--- src/rtl/rv_mem_arb.sv ---
// Arbiter sharing one single-port synchronous RAM between the core fetch port, the core data port
// and a DMA/debug port. Conflicting core accesses are split over two cycles.
module rv_mem_arb #(
    parameter int unsigned MAXWAIT = 4,
    parameter int unsigned AW      = 32
) (
    input  logic          clk,
    input  logic          reset,
    input  logic [AW-1:0] i_adr,
    input  logic          i_re,
    output logic [31:0]   i_dr,
    output logic          i_rdy,
    input  logic [AW-1:0] d_adr,
    input  logic          d_re,
    input  logic [3:0]    d_we,
    input  logic [31:0]   d_dw,
    output logic [31:0]   d_dr,
    output logic          d_rdy,
    input  logic          x_req,
    input  logic [AW-1:0] x_adr,
    input  logic [3:0]    x_we,
    input  logic [31:0]   x_dw,
    output logic          x_gnt,
    output logic [31:0]   x_dr,
    output logic          x_vld,
    output logic [AW-1:0] m_adr,
    output logic          m_re,
    output logic [3:0]    m_we,
    output logic [31:0]   m_dw,
    input  logic [31:0]   m_dr,
    input  logic          m_rdy
);

    typedef enum logic [1:0] {StCore, StSplit, StDma} state_e;

    state_e      state_q, state_d;
    logic [3:0]  wcnt_q, wcnt_d;
    logic        dsel_q;
    logic [31:0] d_hold_q;
    logic        x_vld_q;
    logic        rdy;

    logic d_acc;
    logic x_force;

    assign d_acc   = (d_we != 4'b0000) || d_re;
    assign x_force = x_req && (wcnt_q == 4'(MAXWAIT));

    always_comb begin
        state_d = state_q;
        rdy     = 1'b0;
        x_gnt   = 1'b0;
        m_adr   = '0;
        m_re    = 1'b0;
        m_we    = 4'b0000;
        m_dw    = 32'h0;

        unique case (state_q)
            StCore: begin
                if (x_force) begin
                    m_adr   = x_adr;
                    m_re    = (x_we == 4'b0000);
                    m_we    = x_we;
                    m_dw    = x_dw;
                    x_gnt   = 1'b1;
                    state_d = StDma;
                end else if (d_acc) begin
                    m_adr = d_adr;
                    m_re  = (d_we == 4'b0000);
                    m_we  = d_we;
                    m_dw  = d_dw;
                    // Fetch is deferred to the next cycle when both core ports want the RAM.
                    if (i_re) begin
                        state_d = StSplit;
                    end else begin
                        rdy = 1'b1;
                    end
                end else if (i_re) begin
                    m_adr = i_adr;
                    m_re  = 1'b1;
                    rdy   = 1'b1;
                end else if (x_req) begin
                    m_adr = x_adr;
                    m_re  = (x_we == 4'b0000);
                    m_we  = x_we;
                    m_dw  = x_dw;
                    x_gnt = 1'b1;
                    rdy   = 1'b1;
                end else begin
                    rdy = 1'b1;
                end
            end
            StSplit: begin
                m_adr   = i_adr;
                m_re    = 1'b1;
                rdy     = 1'b1;
                state_d = StCore;
            end
            StDma: begin
                state_d = StCore;
            end
            default: begin
                state_d = StCore;
            end
        endcase

        if (!m_rdy) begin
            rdy   = 1'b0;
            x_gnt = 1'b0;
        end

        // Nothing reaches the RAM while reset is asserted.
        if (reset) begin
            rdy   = 1'b0;
            x_gnt = 1'b0;
            m_adr = '0;
            m_re  = 1'b0;
            m_we  = 4'b0000;
            m_dw  = 32'h0;
        end
    end

    always_comb begin
        wcnt_d = wcnt_q;
        if (!x_req || x_gnt) begin
            wcnt_d = 4'd0;
        end else if (wcnt_q < 4'(MAXWAIT)) begin
            wcnt_d = wcnt_q + 4'd1;
        end
    end

    always_ff @(posedge clk) begin
        if (reset) begin
            state_q  <= StCore;
            wcnt_q   <= 4'd0;
            dsel_q   <= 1'b0;
            d_hold_q <= 32'h0;
            x_vld_q  <= 1'b0;
        end else if (m_rdy) begin
            state_q <= state_d;
            wcnt_q  <= wcnt_d;
            dsel_q  <= (state_q == StSplit);
            x_vld_q <= x_gnt && (x_we == 4'b0000);
            if (state_q == StSplit) begin
                d_hold_q <= m_dr;
            end
        end
    end

    assign i_rdy = rdy;
    assign d_rdy = rdy;
    assign i_dr  = m_dr;
    assign x_dr  = m_dr;
    assign d_dr  = dsel_q ? d_hold_q : m_dr;
    assign x_vld = x_vld_q;

endmodule

--- config.mk ---
export PLATFORM = sky130hd
export DESIGN_NAME = rv_mem_arb
export DESIGN_NICKNAME = d
export VERILOG_FILES = /design/src/rtl/rv_mem_arb.sv
export SDC_FILE = /design/constraint.sdc
export NUM_CORES = 1
export LEC_CHECK = 0
export CAP_MARGIN = 30
export CORE_AREA = 2 2 148 150
export CTS_CLUSTER_SIZE = 16
export DETAILED_ROUTE_END_ITERATION = 6
export DIE_AREA = 0 0 150 152
export GPL_TIMING_DRIVEN = 1
export PLACE_DENSITY = 0.56
export SYNTH_ARGS = -nofsm -noshare
export SYNTH_HDL_FRONTEND = slang
export SYNTH_SLANG_ARGS = --single-unit
--- constraint.sdc ---
create_clock -name clk -period 6.3 [get_ports clk]
set_clock_uncertainty 0.1 [all_clocks]
set_input_delay 1.26 -clock clk [delete_from_list [all_inputs] [get_ports clk]]
set_output_delay 1.26 -clock clk [all_outputs]
set_load 0.01 [all_outputs]
==> reports/qor.yml <==
route:
  antenna_left: 0
  drcViolationCount: 0
  wirelength_um: 19900
  vias_per_cell: 4.79
  drt-pass1-iter-count: 4
  wl_per_cell_um: 17.4
  num_vias: 5501
  drtIter0Drc: 253
cts:
  cts-buffers-inserted: 5
  postCtsSetupBuffers: 0
  clockBufferDepth: 2
  cts.sinks: 40
  h-tree-depth: 2
  clk_latency_ns: 0.28
  clk_pin_slew_ns: 0.06
  cts_hold_buf: 0
  ctsResizeCount: 0
  cts_tree: "built"
  cts_root_buf: "clkbuf_16"
finish:
  multi_input_area_mm2: 0.00272
  antenna_cells: 0
  nets: 1075
  drive_gt1_frac: 0.0841
  regArea_um2: 801
  fill_cells: 2242
  syn2layout_area_growth_pct: 87.0
timing:
  rsz0062_at_grt: "no"
  setup-violations-final: 0
  slew_viol_final: 0
  fin_hold_ws_ns: 0.350
  period_needed_ns: 5.62
  fin_crit_sh: 0.893
  tns_ns: 0
  maxSlewHeadroom: 0.378
  worst_slack_ns: 0.677
  tightest_slew_ns: 0.930
  hold_violations: 0
  fmax_mhz: 178
grt:
  grt_pass1_wl_um: 30600
  antenna_found_initial: 0
  grt.overflow.total: 0
  grt_max_degree: 49
  grt_usage: 0.166
  grt_pass1_vias: 5464
logic_synthesis:
  synth_top_family_by_area: "compound AO/OA/AOI/OAI gates"
  synth_compound_area_frac: 0.382
  muxShareOfSynthArea: 0.0844
  synth_cell_type_count: 44
  synth.yosys.seq_area_share: 0.188
  syn-num-nets: 799
  yosys.area_share.simple: 0.164
  synth-xor-area-share: 0
  syn-cell-area_mm2: 0.00427
  synthAdderAreaFrac: 0.00586
  yosys_warnings: 0
  netlist_instances: 591
  synth_seq_cells: 40
  syn_avg_cell_area_um2: 7.22
place:
  routabilityCongestion: 0.823
  dpl.hpwl_um: 15100
  dp_slack_ns: 0.667
  portBuffers: 374
status:
  status: "complete, no violations"
floorplanning:
  dieArea_mm2: 0.0228
  die_x_um: 150
  coreArea_mm2: 0.0214
  die_h_um: 152
  start_util: 0.200
  io-pin-count: 375
  rows: 54
power:
  p_sw_frac: 0.287
  p_comb_frac: 0.464
  leakage_uw: 0.00296
  p_sw_uw: 296
  ir_drop_mv: 0.0774
  internal-power_uw: 736
  clkPwrFrac: 0.279
  seqPwrFrac: 0.257
  p_per_area_mw_per_mm2: 129
critical_path:
  path_class: "in -> out"
  crit_required_ns: 4.94
  start_kind: "input port"
  path_max_fanout: 12
  critPathArrivalTime_ns: 4.26
  crit_path_end_kind: "primary output"
job:
  max_cap_violations: 0
worst_hold_path:
  hp-class: "reg -> reg"
## cell type report
cell class	instances	share of cell area
Timing Repair Buffer	396	0.491
Tap cell	280	0.0439
Sequential cell	40	0.100
Clock inverter	3	0.00533
Inverter	5	0.00235
Clock buffer	5	0.0157
Multi-Input combinational cell	419	0.341
## state kept, by name (all words and copies together) (netlist names)
name	count
x_vld	1
wcnt_q	4
d_hold_q	32
state_q	2
dsel_q	1
## metrics by stage
step / util / power (µW) / instances / area (µm²)
2_1_floorplan: - / 468 / 591 / 4270
6_report: 0.374 / 1030 / 1148 / 7980
4_1_cts: 0.373 / 1050 / 1147 / 7960
3_5_place_dp: 0.365 / 749 / 1139 / 7790
5_1_grt: 0.374 / 1090 / 1148 / 7980
3_3_place_gp: 0.364 / 748 / 1138 / 7780
## kinds of logic (layout without fill, tap and decap cells)
logic type / count (synthesis) / in the layout
simple gates: 155 / 155
mux: 32 / 32
buf+inv: 132 / 409
compound gates: 230 / 230
flops: 40 / 40
fa+ha+maj: 2 / 2
## synthesized netlist by cell type (all sizes together)
cell type	count	share of area
nand2	80	0.070
buf	76	0.13
a21oi	61	0.072
clkbuf	51	0.045
nor2	41	0.036
dfxtp	40	0.19
a22oi	35	0.062
mux2	32	0.084
o21ai	29	0.034
a21o	20	0.035
a22o	20	0.041
a32oi	20	0.041
o2111ai	20	0.041
a221o	12	0.028
and3	12	0.018
inv	5	0.0044
a211oi	4	0.0070
a31oi	3	0.0044
nand2b	3	0.0044
nand3	3	0.0047
or2	3	0.0044
ha	2	0.0059
nand3b	2	0.0035
nor2b	2	0.0029
nor4	2	0.0065
a2111oi	1	0.0065
a211o	1	0.0021
a31o	1	0.0021
and2	1	0.0015
and4b	1	0.0023
nand4	1	0.0015
nand4b	1	0.0035
nor3	1	0.0012
o211a	1	0.0023
o31ai	1	0.0018
o41ai	1	0.0021
or3	1	0.0015
or4	1	0.0018
## path summary, 6_finish.rpt
check,start,end,slack [ns],depth (start not counted)
min reg2reg,d_hold_q[10],d_hold_q[10],0.35,2
max reg2reg,state_q[1],wcnt_q[2],4.08,4
max,d_we[0],m_adr[9],0.68,6
min,d_hold_q[10],d_hold_q[10],0.35,2
## critical path: stages
cell             delay [ns]
clkdlybuf4s50_1        0.52
nor4_4                 0.60
nand3_2                0.20
a2111oi_4              0.83
a221o_1                0.28
clkdlybuf4s50_1        0.56
## layer usage
layer | vias to the layer above | part of all wire | track usage
met4 | 0 | 0.022 | 0.0449
met3 | 25 | 0.074 | 0.0309
li1 | 2691 | - | -
met2 | 263 | 0.51 | 0.300
met1 | 2522 | 0.40 | 0.198
met5 | - | 0 | 0
## layout by cell type, fill, tap and decap left out, drive strengths merged, types with 3 or more instances in the layout
cell / netlist / final
a211oi: 4 / 4
a21o: 20 / 20
a21oi: 61 / 61
a221o: 12 / 12
a22o: 20 / 20
a22oi: 35 / 35
a31oi: 3 / 3
a32oi: 20 / 20
and3: 12 / 12
buf: 76 / 23
clkbuf: 51 / 5
clkdlybuf4s50: 0 / 373
dfxtp: 40 / 40
inv: 5 / 5
mux2: 32 / 32
nand2: 80 / 80
nand2b: 3 / 3
nand3: 3 / 3
nor2: 41 / 41
o2111ai: 20 / 20
o21ai: 29 / 29
or2: 3 / 3
## power by group through the flow
| stage | Combinational [µW] | Clock, µW | Sequential (µW) |
|---|---|---|---|
| 3_5_place_dp | 479 | 0 | 271 |
| 3_3_place_gp | 478 | 0 | 270 |
| 6_report | 479 | 288 | 265 |
| 5_1_grt | 516 | 307 | 266 |
| 2_1_floorplan | 199 | 0 | 269 |
| 4_1_cts | 481 | 300 | 265 |
Power figures use the tool's default switching activity.
